`src/rtl/seq_det_pkg.sv`:
```
// seq_det_pkg: detector state encoding and the shared "101" Mealy step function
package seq_det_pkg;
  typedef enum logic [1:0] {S0 = 2'b00, S1 = 2'b01, S2 = 2'b10} det_state_t;
  // Returns {next_state, match}; the unused code 2'b11 behaves as S0.
  function automatic logic [2:0] det_next(input logic [1:0] s, input logic x);
    logic [1:0] n;
    n = x ? S1 : (s == S1 ? S2 : S0);
    return {n, (s == S2) && x};
  endfunction
endpackage

```
`src/rtl/seq_det_rr_arb.sv`:
```
// seq_det_rr_arb: NCH-way round-robin arbiter searching upward from ptr
module seq_det_rr_arb #(
  parameter int NCH = 4,
  parameter int CW  = $clog2(NCH)
) (
  input  logic [NCH-1:0] req,
  input  logic [CW-1:0]  ptr,
  output logic [NCH-1:0] gnt,
  output logic [CW-1:0]  gnt_idx,
  output logic           gnt_any
);
  always_comb begin
    gnt = '0;
    gnt_idx = '0;
    gnt_any = 1'b0;
    for (int i = 0; i < NCH; i++) begin
      if (!gnt_any && req[(int'(ptr) + i) % NCH]) begin
        gnt[(int'(ptr) + i) % NCH] = 1'b1;
        gnt_idx = CW'((int'(ptr) + i) % NCH);
        gnt_any = 1'b1;
      end
    end
  end
endmodule

```
`src/rtl/seq_det_rr_ctrl.sv`:
```
// seq_det_rr_ctrl: one "101" detector time-shared across NCH channels; DET_COUNT_EN adds per-channel hit counters
module seq_det_rr_ctrl
  import seq_det_pkg::*;
#(
  parameter int NCH   = 4,
  parameter int CW    = $clog2(NCH),
  parameter int CNT_W = 8
) (
  input  logic             clk,
  input  logic             rst,
  input  logic [NCH-1:0]   ch_valid,
  input  logic [NCH-1:0]   ch_bit,
  output logic [NCH-1:0]   ch_ready,
  input  logic [NCH-1:0]   ch_flush,
  output logic             det_valid,
  output logic [CW-1:0]    det_ch,
  input  logic [CW-1:0]    cnt_sel,
  output logic [CNT_W-1:0] cnt_val
);
  det_state_t       ctx_q [NCH];
  logic [CW-1:0]    ptr_q, ptr_d;
  logic             det_valid_q;
  logic [CW-1:0]    det_ch_q;
  logic [NCH-1:0]   req, gnt;
  logic [CW-1:0]    gnt_idx;
  logic             gnt_any;
  logic [2:0]       step;
  det_state_t       nxt;
  logic             match;
  // Flushing channels never compete, and nothing is granted during reset.
  assign req = ch_valid & ~ch_flush & {NCH{~rst}};
  seq_det_rr_arb #(.NCH(NCH), .CW(CW)) u_arb (
    .req(req), .ptr(ptr_q), .gnt(gnt), .gnt_idx(gnt_idx), .gnt_any(gnt_any)
  );
  assign ch_ready  = gnt;
  assign det_valid = det_valid_q;
  assign det_ch    = det_ch_q;
  always_comb begin
    step  = det_next(ctx_q[gnt_idx], ch_bit[gnt_idx]);
    nxt   = det_state_t'(step[2:1]);
    match = gnt_any && step[0];
    ptr_d = gnt_any ? (gnt_idx == CW'(NCH - 1) ? '0 : gnt_idx + 1'b1) : ptr_q;
  end
  always_ff @(posedge clk) begin
    if (rst) begin
      for (int i = 0; i < NCH; i++) ctx_q[i] <= S0;
      ptr_q       <= '0;
      det_valid_q <= 1'b0;
      det_ch_q    <= '0;
    end else begin
      for (int i = 0; i < NCH; i++)
        if (ch_flush[i]) ctx_q[i] <= S0;
        else if (gnt[i]) ctx_q[i] <= nxt;
      ptr_q       <= ptr_d;
      det_valid_q <= match;
      if (match) det_ch_q <= gnt_idx;
    end
  end
`ifdef DET_COUNT_EN
  logic [CNT_W-1:0] cnt_q [NCH];
  logic [CNT_W-1:0] cnt_val_q;
  always_ff @(posedge clk) begin
    if (rst) begin
      for (int i = 0; i < NCH; i++) cnt_q[i] <= '0;
      cnt_val_q <= '0;
    end else begin
      if (match && cnt_q[gnt_idx] != '1) cnt_q[gnt_idx] <= cnt_q[gnt_idx] + 1'b1;
      cnt_val_q <= (int'(cnt_sel) < NCH) ? cnt_q[cnt_sel] : '0;
    end
  end
  assign cnt_val = cnt_val_q;
`else
  logic unused_cnt_sel;
  assign unused_cnt_sel = ^cnt_sel;
  assign cnt_val = '0;
`endif
endmodule

```
`config.mk`:
```
export PLATFORM = sky130hd
export DESIGN_NAME = seq_det_rr_ctrl
export DESIGN_NICKNAME = d
export VERILOG_FILES = /design/src/rtl/seq_det_pkg.sv /design/src/rtl/seq_det_rr_arb.sv /design/src/rtl/seq_det_rr_ctrl.sv
export SDC_FILE = /design/constraint.sdc
export NUM_CORES = 1
export LEC_CHECK = 0
export ABC_AREA = 1
export CELL_PAD_IN_SITES_DETAIL_PLACEMENT = 0
export CELL_PAD_IN_SITES_GLOBAL_PLACEMENT = 1
export CORE_ASPECT_RATIO = 0.7
export CORE_MARGIN = 5
export CORE_UTILIZATION = 32
export DETAILED_ROUTE_END_ITERATION = 16
export PLACE_DENSITY = 0.82
export SYNTH_ARGS = -nofsm -noshare
export SYNTH_HDL_FRONTEND = slang
export SYNTH_SLANG_ARGS = --single-unit
```
`constraint.sdc`:
```
create_clock -name clk -period 2.45 [get_ports clk]
set_clock_uncertainty 0.1 [all_clocks]
set_input_delay 0.49 -clock clk [delete_from_list [all_inputs] [get_ports clk]]
set_output_delay 0.49 -clock clk [all_outputs]
set_load 0.005 [all_outputs]
```
==> key figures <==
Hold path
  • Tightest Hold Check Type: register to register

Die
  • Core Area: 3970 um^2
  • Horiz. Die Dim: 87.2 um
  • DIE AREA: 5580 um^2
  • FP Rows: 19
  • Die Height: 64.0 um
  • Io pins: 31
  • Initial Util: 33.6%

Synthesis
  • Post-Syn Area: 1330 um^2
  • #FFs+latches synth: 13
  • Area share of the leading cell type in the synthesized netlist: 18.0%
  • Seq/Total Area, Yosys: 25.5%
  • Post-Synthesis Cells: 178
  • Avg Inst Size Synth: 7.49 um^2
  • Netlist cell types: 23
  • Synth top area cells: edfxtp_1 18%, nand2_1 11%, nand3_1 8.6%
  • Synth warn: 0
  • Yosys top cell by area: edfxtp_1

Power and ir drop
  • Max rail drop VDD: 0.000618 V
  • Pwr dens: 1100 nW/um^2
  • Leakage power: 0.979 nW

Layout
  • Fill cells: 360
  • Final Util: 52.9%
  • Post-route design area: 2100 um^2
  • Most common cell after layout, fill and taps aside: buf_4
  • Number of diodes: 0
  • Layout cells sized above 1: 50.4%
  • NumNets Final: 262
  • Area growth syn-to-layout: 57.4%
  • Most frequent cells in the layout: 34 x buf_4, 21 x nand2_1, 18 x inv_1

Drt
  • Via density: 4.82
  • Met2 WL: 1.92 mm
  • Drt total wl: 4.00 mm
  • Met3 WL post-DR: 172 um
  • Met1 WL: 1.84 mm
  • Via count: 1388
  • DR WL/cell: 13.9 um
  • Top sig layer: met4
  • 1st-iter DRT viols: 83
  • 1st-pass router iterations: 4
  • DRT antenna net count: 0
  • Detailed-route DRC error count: 0

Setup path
  • Endpoint type of the worst setup path: register
  • Worst setup endpoint: det_ch[1]
  • Worst reg-to-reg setup slack: 0.09 ns
  • WS Path Type: input port to register
  • Required @ worst endpoint: 2.54 ns
  • Reg2reg end: det_ch[1]
  • R2R depth: 17
  • FF-to-FF Start: ptr_q[0]
  • Worst setup startpoint: rst
  • Data arrival, critical path: 2.49 ns
  • Startpoint type of the worst setup path: input port
  • Crit Path Max Fanout: 7

Place
  • Port bufs: 20
  • RePlAce Congestion: 0.871
  • Hpwl dp: 2.80 mm
  • Cell Area, Placed: 1740 um^2
  • Worst slack, placed: -0.770 ns

Clocking
  • Clk sink count: 13
  • Root Buffer: clkbuf_8
  • Later-pin clock latency in the skew report: 0.25 ns
  • Clock tree from TritonCTS: built
  • CTS Buf Count: 3
  • H-tree level count: 1
  • CTS clk-pin slew, worst paths: 0.06 ns
  • Maximum buffer depth of the clock tree: 2
  • Hold buffer count at cts: 0

STA
  • Worst Slack Setup Final: 0.0548 ns
  • RSZ-0062 raised after global routing: true
  • Period utilization: 97.8%
  • Highest Clock Rate: 0.418 GHz
  • Setup TNS: 0 ns
  • Final setup fails: 0
  • WHS: 0.427 ns
  • Min cycle time layout: 2.40 ns
  • Count of pins over their slew limit: 0
  • Final Hold Fails: 0

Status
  • Outcome: finished, final reports clean

Global routing
  • Number of global-route vias before repair: 1253
  • Overflow after GRT: 0
  • Antenna violations before repair: 0
  • First-pass GRT wire length: 5.91 mm
  • Largest net degree at the start of global routing: 11
  • Total track usage: 13.3%

Flow run
  • Max Cap Viol: 0
==> kinds of logic (layout without fill, tap and decap cells) <==
| family | Yosys count | in the layout | synth area share [%] |
|---|---|---|---|
| other | 1 | 8 | 0.281 |
| adder cells (fa/ha/maj) | 9 | 9 | 8.44 |
| flip-flops | 13 | 13 | 25.5 |
| buffers and inverters | 32 | 83 | 11.4 |
| AO/OA/AOI/OAI | 13 | 13 | 7.41 |
| AND/OR/NAND/NOR | 110 | 110 | 46.9 |
==> worst min-delay path by stage <==
stage / endpoint / slack [ns] / startpoint / cells past startpoint
2_1_floorplan: det_ch[0] / 0.42 / det_ch[0] / 4
3_3_place_gp: det_ch[1] / 0.42 / det_ch[1] / 4
3_5_place_dp: det_ch[0] / 0.42 / det_ch[0] / 4
4_1_cts: det_ch[0] / 0.43 / det_ch[0] / 4
5_1_grt: det_ch[0] / 0.46 / det_ch[0] / 4
6_report: det_ch[0] / 0.43 / det_ch[0] / 4
==> worst max-delay path, stage by stage <==
cell,delay (ns)
buf_4,0.16
nor2_4,0.17
nand3_4,0.11
nand3_1,0.13
nand2_2,0.07
buf_4,0.16
nand2_4,0.07
buf_4,0.13
nand3_4,0.11
nand3_4,0.17
nand2_2,0.07
nand3_2,0.07
nand2_2,0.09
nor2_4,0.17
nand2_4,0.09
nand2_2,0.05
nand2_1,0.05
nor2_2,0.10
==> Yosys cell counts <==
| library cell | instances |
|---|---|
| a22oi_1 | 4 |
| conb_1 | 1 |
| a21oi_1 | 1 |
| inv_4 | 1 |
| nand2_2 | 9 |
| inv_1 | 23 |
| nor2_4 | 3 |
| o211ai_1 | 4 |
| nor2_2 | 2 |
| nand4_1 | 7 |
| nand2_4 | 3 |
| o21ai_0 | 2 |
| nand2_1 | 38 |
| a21boi_0 | 1 |
| ha_1 | 9 |
| edfxtp_1 | 8 |
| a21oi_4 | 1 |
| dfxtp_1 | 5 |
| nand3_4 | 5 |
| nand3_2 | 4 |
| buf_4 | 8 |
| nor2_1 | 16 |
| nand3_1 | 23 |
==> cell type report <==
class                   instances  area, um^2  share of cell area [%]
multi-input cells             140        1120                    53.3
flip-flops and latches         13         344                    16.4
clock buffers                   4        45.0                    2.15
well taps                      52        65.1                    3.10
repair buffers                 55         432                    20.6
inverters                      24        95.1                    4.53
==> per-stage QoR <==
stage | std cells | power [mW]
finish | 288 | 2.31
floorplan | 185 | 1.17
global route | 288 | 2.49
global placement | 272 | 1.71
CTS | 281 | 1.99
detailed placement | 272 | 1.69
==> registers in the layout, summed over array words and instances (netlist names) <==
name,flops
ctx_q,8
ptr_q,2
det_valid,1
det_ch,2
==> routing by layer <==
metal	vias up	track usage [%]
met1	647	19.4
li1	695	-
met3	5	1.93
met2	41	20.0
met4	0	4.60
met5	-	0
==> power by group <==
part           switching (mW)  total (mW)  internal, mW  leakage (nW)
Clock                  0.0811       0.196         0.115        0.0228
Combinational            1.03        1.81         0.773         0.825
Sequential             0.0221       0.309         0.287         0.131
Total                    1.14        2.31          1.18         0.979
==> what timing repair did <==
action / CTS / global route
buffers inserted: 5 / 8
gates resized for setup: 46 / 62
endpoints found under the setup margin: 23 / 19
endpoints found under the hold margin: 0 / 0
pin swaps: 16 / 33
Power figures use the tool's default switching activity.
==> patch (same settings) <==
`NCH` is set to 4 in 2 places; all go to 8.
--- a/src/rtl/seq_det_rr_arb.sv
+++ b/src/rtl/seq_det_rr_arb.sv
@@ -1,6 +1,6 @@
 // seq_det_rr_arb: NCH-way round-robin arbiter searching upward from ptr
 module seq_det_rr_arb #(
-  parameter int NCH = 4,
+  parameter int NCH = 8,
   parameter int CW  = $clog2(NCH)
 ) (
   input  logic [NCH-1:0] req,
--- a/src/rtl/seq_det_rr_ctrl.sv
+++ b/src/rtl/seq_det_rr_ctrl.sv
@@ -2,7 +2,7 @@
 module seq_det_rr_ctrl
   import seq_det_pkg::*;
 #(
-  parameter int NCH   = 4,
+  parameter int NCH   = 8,
   parameter int CW    = $clog2(NCH),
   parameter int CNT_W = 8
 ) (
Ports: changed (6 resized); port bits go from 31 to 49. No check against the original RTL was run, so the function may have changed too.
==> patch against the original RTL <==
The flow now finishes with violations (negative setup slack). Worst setup slack worse by 900 ps. Global-route usage increased by 13 points. Final area rose to 2.7 times the old value. Sequential cell count is 10 higher. Synthesized cell count is 130% higher. Synthesized area up 100%. Die area grew 88%. Utilization grew 16 points. Routed wire length rose to 3.5 times the old value. Critical endpoint is now ch_ready[7]. Highest routed layer unchanged.
Power is not shown: default switching activity piles up to over one toggle a cycle in this logic, so the estimate is an artifact.
==> patch: results (changes against the original RTL) <==
Largest register FFs = 16 (+8)
WHS Path Cells = 2 (-2)
Ratio of cells with drive above 1 in the final layout = 0.622 (+0.118)
Status = finished, violations left
Worst Hold End = det_ch[2]
Arrival @ worst endpoint = 2700 ps (+210 ps)
Grt met1 use = 0.356 (+0.162)
First-pass GRT wire length = 21.3 mm (+260%)
Met2 GRT Util = 0.419 (+0.219)
Final worst slack = -841 ps (-896 ps)
Iteration-0 DRC Markers = 389 (+370%)
Number of port buffers = 37 (+85%)
Root buffer cell = clkbuf_16
DR pass1 iterations = 5 (+1)
Worst r2r dst = ctx_q[3][1]
Reg2Reg Setup Slack = -830 ps (-920 ps)
Max FO, Critical Path = 5 (-2)
Post-Place Cells = 653 (+140%)
Placement Cell Area = 0.00420 sq mm (+140%)
Count of final setup violators = 46 (+46)
Vias = 3897 (+180%)
Grt met3 use = 0.0494 (+0.0301)
Yosys cell types = 41 (+78%)
Via-to-Cell Ratio = 5.50 (+14%)
Largest net degree at the start of global routing = 15 (+4)
Failing checks = negative setup slack
Tot GR Track Use = 0.261 (+0.127)
Number of global-route vias before repair = 3954 (+220%)
Syn Inst Count = 410 (+130%)
Synth area leaders = edfxtp_1 18%, nand3_1 15%, nand2_1 12%
EDFF count, synth = 16 (+8)
Most frequent cells after synthesis = 85 x nand2_1, 81 x nand3_1, 48 x nor2_1
Final #Nets = 640 (+140%)
patch: changes by cell type in the layout (fill, tap and decap cells not counted), sizes merged, moves of 8 or more:
cell,unedited run,this run
inv,24,48
nor2,21,59
o21ai,2,10
nor3,0,9
edfxtp,8,16
nand3,32,94
buf,40,174
nand2,50,95
patch: worst max path at each step:
| stage | startpoint | endpoint | depth (start not counted) |
|---|---|---|---|
| 3_3_place_gp | rst | ch_ready[2] | 16 |
| 5_1_grt | register | det_ch[2] | 24 |
| 3_5_place_dp | rst | ch_ready[2] | 16 |
| 2_1_floorplan | register | ctx_q[0][1] | 21 |
| 6_report | register | ch_ready[7] | 16 |
| 4_1_cts | register | ch_ready[7] | 14 |
patch: cell families (layout without fill, tap and decap cells):
group / count (synthesis) / count (layout) / synth area share
AO/OA/AOI/OAI: 45 / 45 / 0.115
AND/OR/NAND/NOR: 265 / 265 / 0.501
XOR/XNOR: 1 / 1 / 0.00321
buffers and inverters: 68 / 254 / 0.120
flip-flops: 23 / 23 / 0.227
adder cells (fa/ha/maj): 7 / 7 / 0.0321
other: 1 / 8 / 0.00137
patch: layout make-up:
class	count	area (sq um)
sequential	23	628
timing repair buffer	202	1830
fill	626	2610
inverter	48	213
clock buffer	4	78.8
tap	105	131
multi-input combinational	326	2890
patch: stage by stage:
step           hold WS [ps]  TNS [ps]   util  worst slack, ps
2_1_floorplan           379    -19210      -             -517
3_3_place_gp            362    -57800  0.502            -1540
3_5_place_dp            372    -59490  0.502            -1540
4_1_cts                 387    -27270  0.651             -748
5_1_grt                 416    -37300  0.689             -959
6_report                368    -32360  0.689             -841
patch: what timing repair did:
action	4_1_cts	5_1_grt
resized for setup	250	57
hold endpoints to repair	0	0
setup endpoints to repair	47	47
pin swaps	57	41
gates cloned	2	0
setup buffers	43	9
